**src/rtl/dp_pkg.sv**
```systemverilog
// Shared lane arithmetic for the vector adder datapath: one add with
// overflow detect and optional clamping, sized at call time by a width argument.
package dp_pkg;

  localparam int MAX_WIDTH = 64;
  localparam logic [MAX_WIDTH-1:0] ALL_ONES     = '1;
  localparam logic [MAX_WIDTH-1:0] UNSIGNED_MIN = '0;

  // Saturation limits for a w-bit lane, right-aligned in a MAX_WIDTH word.
  function automatic logic [MAX_WIDTH-1:0] unsigned_max(input int unsigned w);
    return ALL_ONES >> (MAX_WIDTH - w);
  endfunction

  function automatic logic [MAX_WIDTH-1:0] signed_max(input int unsigned w);
    return ALL_ONES >> (MAX_WIDTH - w + 1);
  endfunction

  function automatic logic [MAX_WIDTH-1:0] signed_min(input int unsigned w);
    return {{(MAX_WIDTH-1){1'b0}}, 1'b1} << (w - 1);
  endfunction

  // Returns {ovf, sum}; sum occupies the low w bits, upper bits are zero.
  function automatic logic [MAX_WIDTH:0] lane_add_sat(
    input logic [MAX_WIDTH-1:0] a,
    input logic [MAX_WIDTH-1:0] b,
    input int unsigned          w,
    input logic                 is_signed,
    input logic                 saturate
  );
    logic [MAX_WIDTH:0]   raw;
    logic [MAX_WIDTH-1:0] mask;
    logic [MAX_WIDTH-1:0] res;
    logic [5:0]           msb_idx;
    logic [6:0]           carry_idx;
    logic                 a_msb;
    logic                 b_msb;
    logic                 r_msb;
    logic                 ovf;
    mask      = unsigned_max(w);
    msb_idx   = 6'(w - 1);
    carry_idx = 7'(w);
    raw       = {1'b0, a & mask} + {1'b0, b & mask};
    a_msb     = a[msb_idx];
    b_msb     = b[msb_idx];
    r_msb     = raw[msb_idx];
    ovf       = is_signed ? ((a_msb == b_msb) && (r_msb != a_msb)) : raw[carry_idx];
    res       = raw[MAX_WIDTH-1:0] & mask;
    if (saturate && ovf) begin
      if (!is_signed)
        res = mask;
      else
        res = a_msb ? signed_min(w) : signed_max(w);
    end
    return {ovf, res};
  endfunction

endpackage

```
**src/rtl/pipe_stage_reg.sv**
```systemverilog
// One pipeline stage of the vector adder: valid, data and flag registers
// that load together when enabled and clear on asynchronous reset.
module pipe_stage_reg #(
  parameter int DATA_WIDTH = 8,
  parameter int FLAG_WIDTH = 1
) (
  input  logic                  clk,
  input  logic                  rst,
  input  logic                  en,
  input  logic                  valid_d,
  input  logic [DATA_WIDTH-1:0] data_d,
  input  logic [FLAG_WIDTH-1:0] flag_d,
  output logic                  valid_q,
  output logic [DATA_WIDTH-1:0] data_q,
  output logic [FLAG_WIDTH-1:0] flag_q
);

  always_ff @(posedge clk or posedge rst) begin
    if (rst) begin
      valid_q <= 1'b0;
      data_q  <= '0;
      flag_q  <= '0;
    end else if (en) begin
      valid_q <= valid_d;
      data_q  <= data_d;
      flag_q  <= flag_d;
    end
  end

endmodule

```
**src/rtl/pipelined_vector_adder.sv**
```systemverilog
// LANES-wide adder with per-lane overflow, optional saturation and a
// PIPE_STAGES-deep stall-as-a-whole pipeline behind a valid/ready handshake.
module pipelined_vector_adder
  import dp_pkg::*;
#(
  parameter int BIT_WIDTH   = 8,
  parameter int LANES       = 4,
  parameter int PIPE_STAGES = 2,
  parameter int SIGNED      = 0,
  parameter int SATURATE    = 0
) (
  input  logic                       clk,
  input  logic                       reset,
  input  logic                       in_valid,
  output logic                       in_ready,
  input  logic [LANES*BIT_WIDTH-1:0] a,
  input  logic [LANES*BIT_WIDTH-1:0] b,
  output logic                       out_valid,
  input  logic                       out_ready,
  output logic [LANES*BIT_WIDTH-1:0] sum,
  output logic [LANES-1:0]           ovf
);

  localparam int DW = LANES * BIT_WIDTH;

  if (PIPE_STAGES < 1 || PIPE_STAGES > 8) begin : g_bad_stages
    $error("pipelined_vector_adder: PIPE_STAGES must be in 1..8");
  end
  if (BIT_WIDTH < 1 || BIT_WIDTH > MAX_WIDTH) begin : g_bad_width
    $error("pipelined_vector_adder: BIT_WIDTH must be in 1..64");
  end

  logic                 adv;
  logic [DW-1:0]        calc_sum;
  logic [LANES-1:0]     calc_ovf;
  logic [PIPE_STAGES:0] stg_valid;
  logic [DW-1:0]        stg_sum [PIPE_STAGES+1];
  logic [LANES-1:0]     stg_ovf [PIPE_STAGES+1];

  // The whole pipe moves or holds as one; a full output with no taker freezes everything.
  assign adv      = out_ready || !out_valid;
  assign in_ready = adv;

  for (genvar i = 0; i < LANES; i++) begin : g_lane
    logic [MAX_WIDTH:0] res;
    logic               unused_res;
    assign res = lane_add_sat(MAX_WIDTH'(a[i*BIT_WIDTH +: BIT_WIDTH]),
                              MAX_WIDTH'(b[i*BIT_WIDTH +: BIT_WIDTH]),
                              BIT_WIDTH, SIGNED != 0, SATURATE != 0);
    assign calc_sum[i*BIT_WIDTH +: BIT_WIDTH] = res[BIT_WIDTH-1:0];
    assign calc_ovf[i]                        = res[MAX_WIDTH];
    assign unused_res                         = ^res;
  end

  assign stg_valid[0] = in_valid;
  assign stg_sum[0]   = calc_sum;
  assign stg_ovf[0]   = calc_ovf;

  for (genvar s = 1; s <= PIPE_STAGES; s++) begin : g_stage
    pipe_stage_reg #(
      .DATA_WIDTH(DW),
      .FLAG_WIDTH(LANES)
    ) u_stage (
      .clk    (clk),
      .rst    (reset),
      .en     (adv),
      .valid_d(stg_valid[s-1]),
      .data_d (stg_sum[s-1]),
      .flag_d (stg_ovf[s-1]),
      .valid_q(stg_valid[s]),
      .data_q (stg_sum[s]),
      .flag_q (stg_ovf[s])
    );
  end

  assign out_valid = stg_valid[PIPE_STAGES];
  assign sum       = stg_sum[PIPE_STAGES];
  assign ovf       = stg_ovf[PIPE_STAGES];

endmodule

```
**config.mk**
```make
export PLATFORM = sky130hd
export DESIGN_NAME = pipelined_vector_adder
export DESIGN_NICKNAME = d
export VERILOG_FILES = /design/src/rtl/dp_pkg.sv /design/src/rtl/pipe_stage_reg.sv /design/src/rtl/pipelined_vector_adder.sv
export SDC_FILE = /design/constraint.sdc
export NUM_CORES = 1
export LEC_CHECK = 0
export CORE_ASPECT_RATIO = 0.75
export CORE_MARGIN = 2
export CORE_UTILIZATION = 54
export CTS_BUF_LIST = sky130_fd_sc_hd__clkbuf_4 sky130_fd_sc_hd__clkbuf_8 sky130_fd_sc_hd__clkbuf_16
export CTS_CLUSTER_DIAMETER = 200
export DETAILED_ROUTE_END_ITERATION = 7
export PLACE_DENSITY = 0.87
export SETUP_SLACK_MARGIN = 0.5
export SLEW_MARGIN = 20
export SYNTH_ARGS = -nofsm -noshare
export SYNTH_HDL_FRONTEND = slang
export SYNTH_HIERARCHICAL = 1
export SYNTH_SLANG_ARGS = --single-unit
export TNS_END_PERCENT = 20
```
**constraint.sdc**
```tcl
create_clock -name clk -period 2.3 [get_ports clk]
set_input_delay 0.46 -clock clk [delete_from_list [all_inputs] [get_ports clk]]
set_output_delay 0.46 -clock clk [all_outputs]
set_load 0.01 [all_outputs]
```
-- Yosys cells after proc, flatten, opt, wreduce, memory -nomap -nowiden
Cells that the tools add are included.
- bits in registers: 74
- input port bits: 68
- output and inout port bits: 38
- logic and storage cells: 12
- add/sub/neg operators: 4
- reductions and logical operators: 2
- operator list (operator ; count):
    adder 8 x 8 -> 9 bit ; 4
    logical NOT 1 bit ; 1
    logical OR 1 bit ; 1

-- Logic depth before layout (Yosys ltp)
- word-level depth: 2
- mapped depth: 9
- mapped depth without buffers: 9

-- By module
The synthesis kept the hierarchy.
- by module, submodules not included (module ; instances ; cells an instance ; area each (sq um) ; seq. area each (sq um)):
    pipe_stage_reg ; 2 ; 79 ; 1530.2 ; 925.9
    pipelined_vector_adder ; 1 ; 145 ; 1183.6 ; 0.0

-- Worst setup path after synthesis
No wires, ideal clock.
- path kind: in2reg
- start point: input port a[0]
- end point: register g_stage[1].u_stage.flag_q[0]
- data arrival time: 1952 ps
- data required time: 2175 ps
- setup slack: 223 ps
- cell stages on the path: 8
- path through: ha_1 fa_1 a21o_1 a21oi_2 o21ai_1 nor4_1 a21oi_1 mux2_4
- word-level cells in the longest chain between the ends: 1
- RTL lines (what ; RTL line ; source):
    start: declaration ; pipelined_vector_adder.sv:16 ; input logic [LANES*BIT_WIDTH-1:0] a,
    adder 8 x 8 -> 9 bit ; dp_pkg.sv:42 ; raw = {1'b0, a & mask} + {1'b0, b & mask};
    net calc_ovf[0] ; pipelined_vector_adder.sv:35 ; logic [LANES-1:0] calc_ovf;
    end signal: assignment ; pipe_stage_reg.sv:26 ; flag_q <= flag_d;
    end: declaration ; pipe_stage_reg.sv:15 ; output logic [FLAG_WIDTH-1:0] flag_q
The timed path passes the listed nets, and every way through them passes these cells.
A chain may end at the register's enable or synchronous reset.

-- Final worst setup path
- start point: input port a[9]
- end point: register g_stage[1].u_stage.data_q[15]
- word-level cells in the longest chain between the ends: 1
- RTL lines (what ; RTL line ; source):
    adder 8 x 8 -> 9 bit ; dp_pkg.sv:42 ;
    net calc_sum[15] ; pipelined_vector_adder.sv:34 ; logic [DW-1:0] calc_sum;
    end signal: assignment ; pipe_stage_reg.sv:25 ; data_q <= data_d;
    end: declaration ; pipe_stage_reg.sv:14 ; output logic [DATA_WIDTH-1:0] data_q,
The timed path passes the listed nets, and every way through them passes these cells.

==> reports/qor.txt <==
OUTCOME
-----------------------------------------------------------------------------
Result of the run ..............................................    completed

STA
-----------------------------------------------------------------------------
Achievable Freq ................................................    548.3 MHz
Worst relative slew slack ......................................       64.68%
Actual transition at the worst max-transition pin ..............    0.5298 ns
Worst Hold Margin ..............................................    0.3749 ns
Final critical delay including setup and external delays .......     1.824 ns
Final Worst Setup Slack ........................................    0.4762 ns
Count of pins over their slew limit ............................            0
Setup repair after global routing missed its margin ............         true
Total count of hold-check failures in the final report .........            0
Final count of negative-setup-slack endpoints ..................            0
Share of the cycle needed by the critical path after routing ...       79.30%
Fin Clk Skew ...................................................  0.009659 ns

DIE
-----------------------------------------------------------------------------
Initial Util ...................................................       56.85%
I/O pin count ..................................................          106
Die Footprint ..................................................     8592 um2
Horiz. Die Dim .................................................     106.4 um
Height of the die ..............................................     80.78 um
Area of the core ...............................................     7466 um2
Standard-cell rows .............................................           27

YOSYS
-----------------------------------------------------------------------------
Unique masters post-synth ......................................           33
Gate Count Post-Synth ..........................................          303
Mapped Nets ....................................................          407
FF+latch count, synth ..........................................           74
Async set-reset flop share out of synthesis ....................       100.0%
Area share of the leading cell type in the synthesized netlist .       43.63%
Synth Cell Area ................................................     4244 um2
Most frequent cells after synthesis ............................ dfrtp_1 (74), mux2_4 (60), ha_1 (32), xnor2_1 (18), mux2_2 (14)
Total number of yosys warnings .................................            6
Average instance area after synthesis ..........................    14.01 um2
Ranking of synthesized cells by area ........................... dfrtp_1 (44%), mux2_4 (21%), ha_1 (9.4%)
Most used standard cell by instance count after synthesis ......      dfrtp_1
Cell taking the most area after synthesis ......................      dfrtp_1
Leading register cell type out of synthesis ....................      dfrtp_1
Proportion of synthesized chip area in sequential cells ........       43.63%
Number of synthesized flops with an enable pin .................            0

CELLS AND AREA
-----------------------------------------------------------------------------
NumNets Final ..................................................          536
Layout overhead on the synthesized area ........................       37.53%
Post-route insts no fill .......................................          538
Number of antenna repair diodes ................................            0
Fraction of layout cells with a size suffix above 1 ............       35.70%

CLOCKING
-----------------------------------------------------------------------------
Number of levels the H-tree was split into .....................            3
CTS max path bufs ..............................................            2
Root Buffer ....................................................     clkbuf_8
CTS sink count .................................................           74
Cts bufs inserted ..............................................            9
Clock network latency to the later pin of the worst-skew pair ..      0.37 ns
Clock tree from TritonCTS ......................................          yes
Clk slew on worst S/H paths ....................................      0.08 ns

PLACEMENT
-----------------------------------------------------------------------------
Hpwl dp ........................................................      6171 um
Count of buffers from port buffering ...........................          105
Post-place setup slack .........................................   -0.2763 ns
RD Place Congestion ............................................       0.8918
Placed Instances ...............................................          517

SETUP PATH
-----------------------------------------------------------------------------
Arrival time worst endpoint ....................................      2.07 ns
Worst setup path startpoint ....................................         a[9]
FF-to-FF path depth ............................................            3
Launch instance of the worst register-to-register path ......... g_stage[2].u_stage/valid_q
Kind of critical path .......................................... primary input to register
Worst-path fanout max ..........................................            2
Startpoint types ............................................... primary input
Minimum setup slack among reg-to-reg paths .....................      0.83 ns
Endpoint of the lowest-slack register-to-register path ......... g_stage[1].u_stage/data_q[3]
Sort of element at the end of the critical path ................     register
Required @ worst endpoint ......................................      2.55 ns

HOLD PATH
-----------------------------------------------------------------------------
Worst Hold Class ............................................... primary input to asynchronous set/reset pin

DETAILED ROUTING
-----------------------------------------------------------------------------
Initial drt markers ............................................           89
Total number of vias ...........................................        2,796
Post-detailed-route DRC marker count ...........................            0
DR pass1 iterations ............................................            4
Vias per std cell ..............................................        5.197
Overall routed net length ......................................      8754 um
Routed wire per std cell .......................................     16.27 um
Post-route antenna net violation count .........................            0

GLOBAL ROUTING
-----------------------------------------------------------------------------
Initial antenna violation count ................................            0
Global-route wire length before repair .........................    13,480 um
Pin count of the biggest net entering global routing ...........           75
Vias in the first global route .................................        2,833
Global route total overflow ....................................            0
Global-route total usage across every layer ....................       20.74%

PWR
-----------------------------------------------------------------------------
Leakage ........................................................     2.781 nW
Largest vdd supply drop ........................................    0.4973 mV
Power density of the placed cells .............................. 835.2 nW/um2

FLOW RUN
-----------------------------------------------------------------------------
Max-cap check violation count ..................................            0

[cell usage in the layout (no fill, tap or decap), types with 8 or more instances in the layout]
cell / n
ha_1: 20
dfrtp_1: 74
nor2_1: 10
dlygate4sd2_1: 12
ha_4: 9
a21oi_2: 11
xnor2_1: 17
a21oi_1: 8
clkbuf_8: 9
dlymetal6s2s_1: 11
mux2_4: 60
nand2_1: 8
inv_1: 10
buf_4: 19
mux2_2: 14
clkdlybuf4s50_1: 75
[power breakdown]
part / internal, mW / switching, mW
sequential: 1.71 / 0.250
combinational: 1.25 / 0.681
clock: 0.498 / 0.490
total: 3.45 / 1.42
[flip-flops by register name (all words and copies together), names as in the netlist]
signal	cells
g_stage.u_stage/valid_q	2
g_stage.u_stage/flag_q	8
g_stage.u_stage/data_q	64
[per-layer routing]
| layer | GRT usage, % | routed length (um) |
|---|---|---|
| met5 | 0 | 0 |
| met4 | 4.737 | 63 |
| met3 | 9.310 | 598 |
| met2 | 33.72 | 4282 |
| met1 | 25.75 | 3809 |
[cell families after synthesis]
kind of cell | after synthesis | synth area share [%]
AOI/OAI and AO/OA | 42 | 6.633
adders and majority gates | 36 | 11.32
muxes | 74 | 24.94
buffers and inverters | 20 | 4.422
and+or+nand+nor | 33 | 4.098
DFF | 74 | 43.63
xor gates and xnor gates | 24 | 4.953
[worst max-delay path, cell delays in order]
cell and delay, ns:
dlygate4sd2_1 0.25, ha_1 0.31, a21oi_2 0.18, nor2b_1 0.11, a311oi_4 0.26, a21oi_2 0.10
xor2_1 0.14, mux2_4 0.26
[layout make-up]
class | count | area (um2)
Timing Repair Buffer | 126 | 1220
Clock inverter | 7 | 70.07
Clock buffer | 9 | 123.9
Tap cell | 101 | 126.4
Sequential cell | 74 | 1852
Multi-Input combinational cell | 209 | 2400
Fill cell | 467 | 1629
Inverter | 12 | 45.04
[timing repair]
item,CTS,global route
hold buffers,0,0
setup buffers,3,2
pin swaps,23,21
gates resized for setup,38,38
endpoints found under the setup margin,23,34
[stage by stage]
step	power, mW	cell area, um2	util (%)	TNS, ns
3_3_place_gp	3.791	5439	72.85	-1.531
3_5_place_dp	3.862	5439	72.85	-2.233
6_report	4.875	5837	78.18	0
2_1_floorplan	3.073	4264	-	0
4_1_cts	4.873	5655	75.75	0
5_1_grt	5.149	5837	78.18	0
[worst max path at each step]
stage	endpoint	slack (ns)	depth (start not counted)
6_report	g_stage[1].u_stage/data_q[15]	0.48	8
5_1_grt	g_stage[1].u_stage/data_q[7]	0.43	7
4_1_cts	g_stage[1].u_stage/data_q[28]	0.28	7
3_5_place_dp	g_stage[1].u_stage/flag_q[2]	-0.28	9
3_3_place_gp	g_stage[1].u_stage/flag_q[0]	-0.19	9
2_1_floorplan	g_stage[1].u_stage/flag_q[0]	0.27	8
No activity file was read; power rests on OpenSTA's default activity.
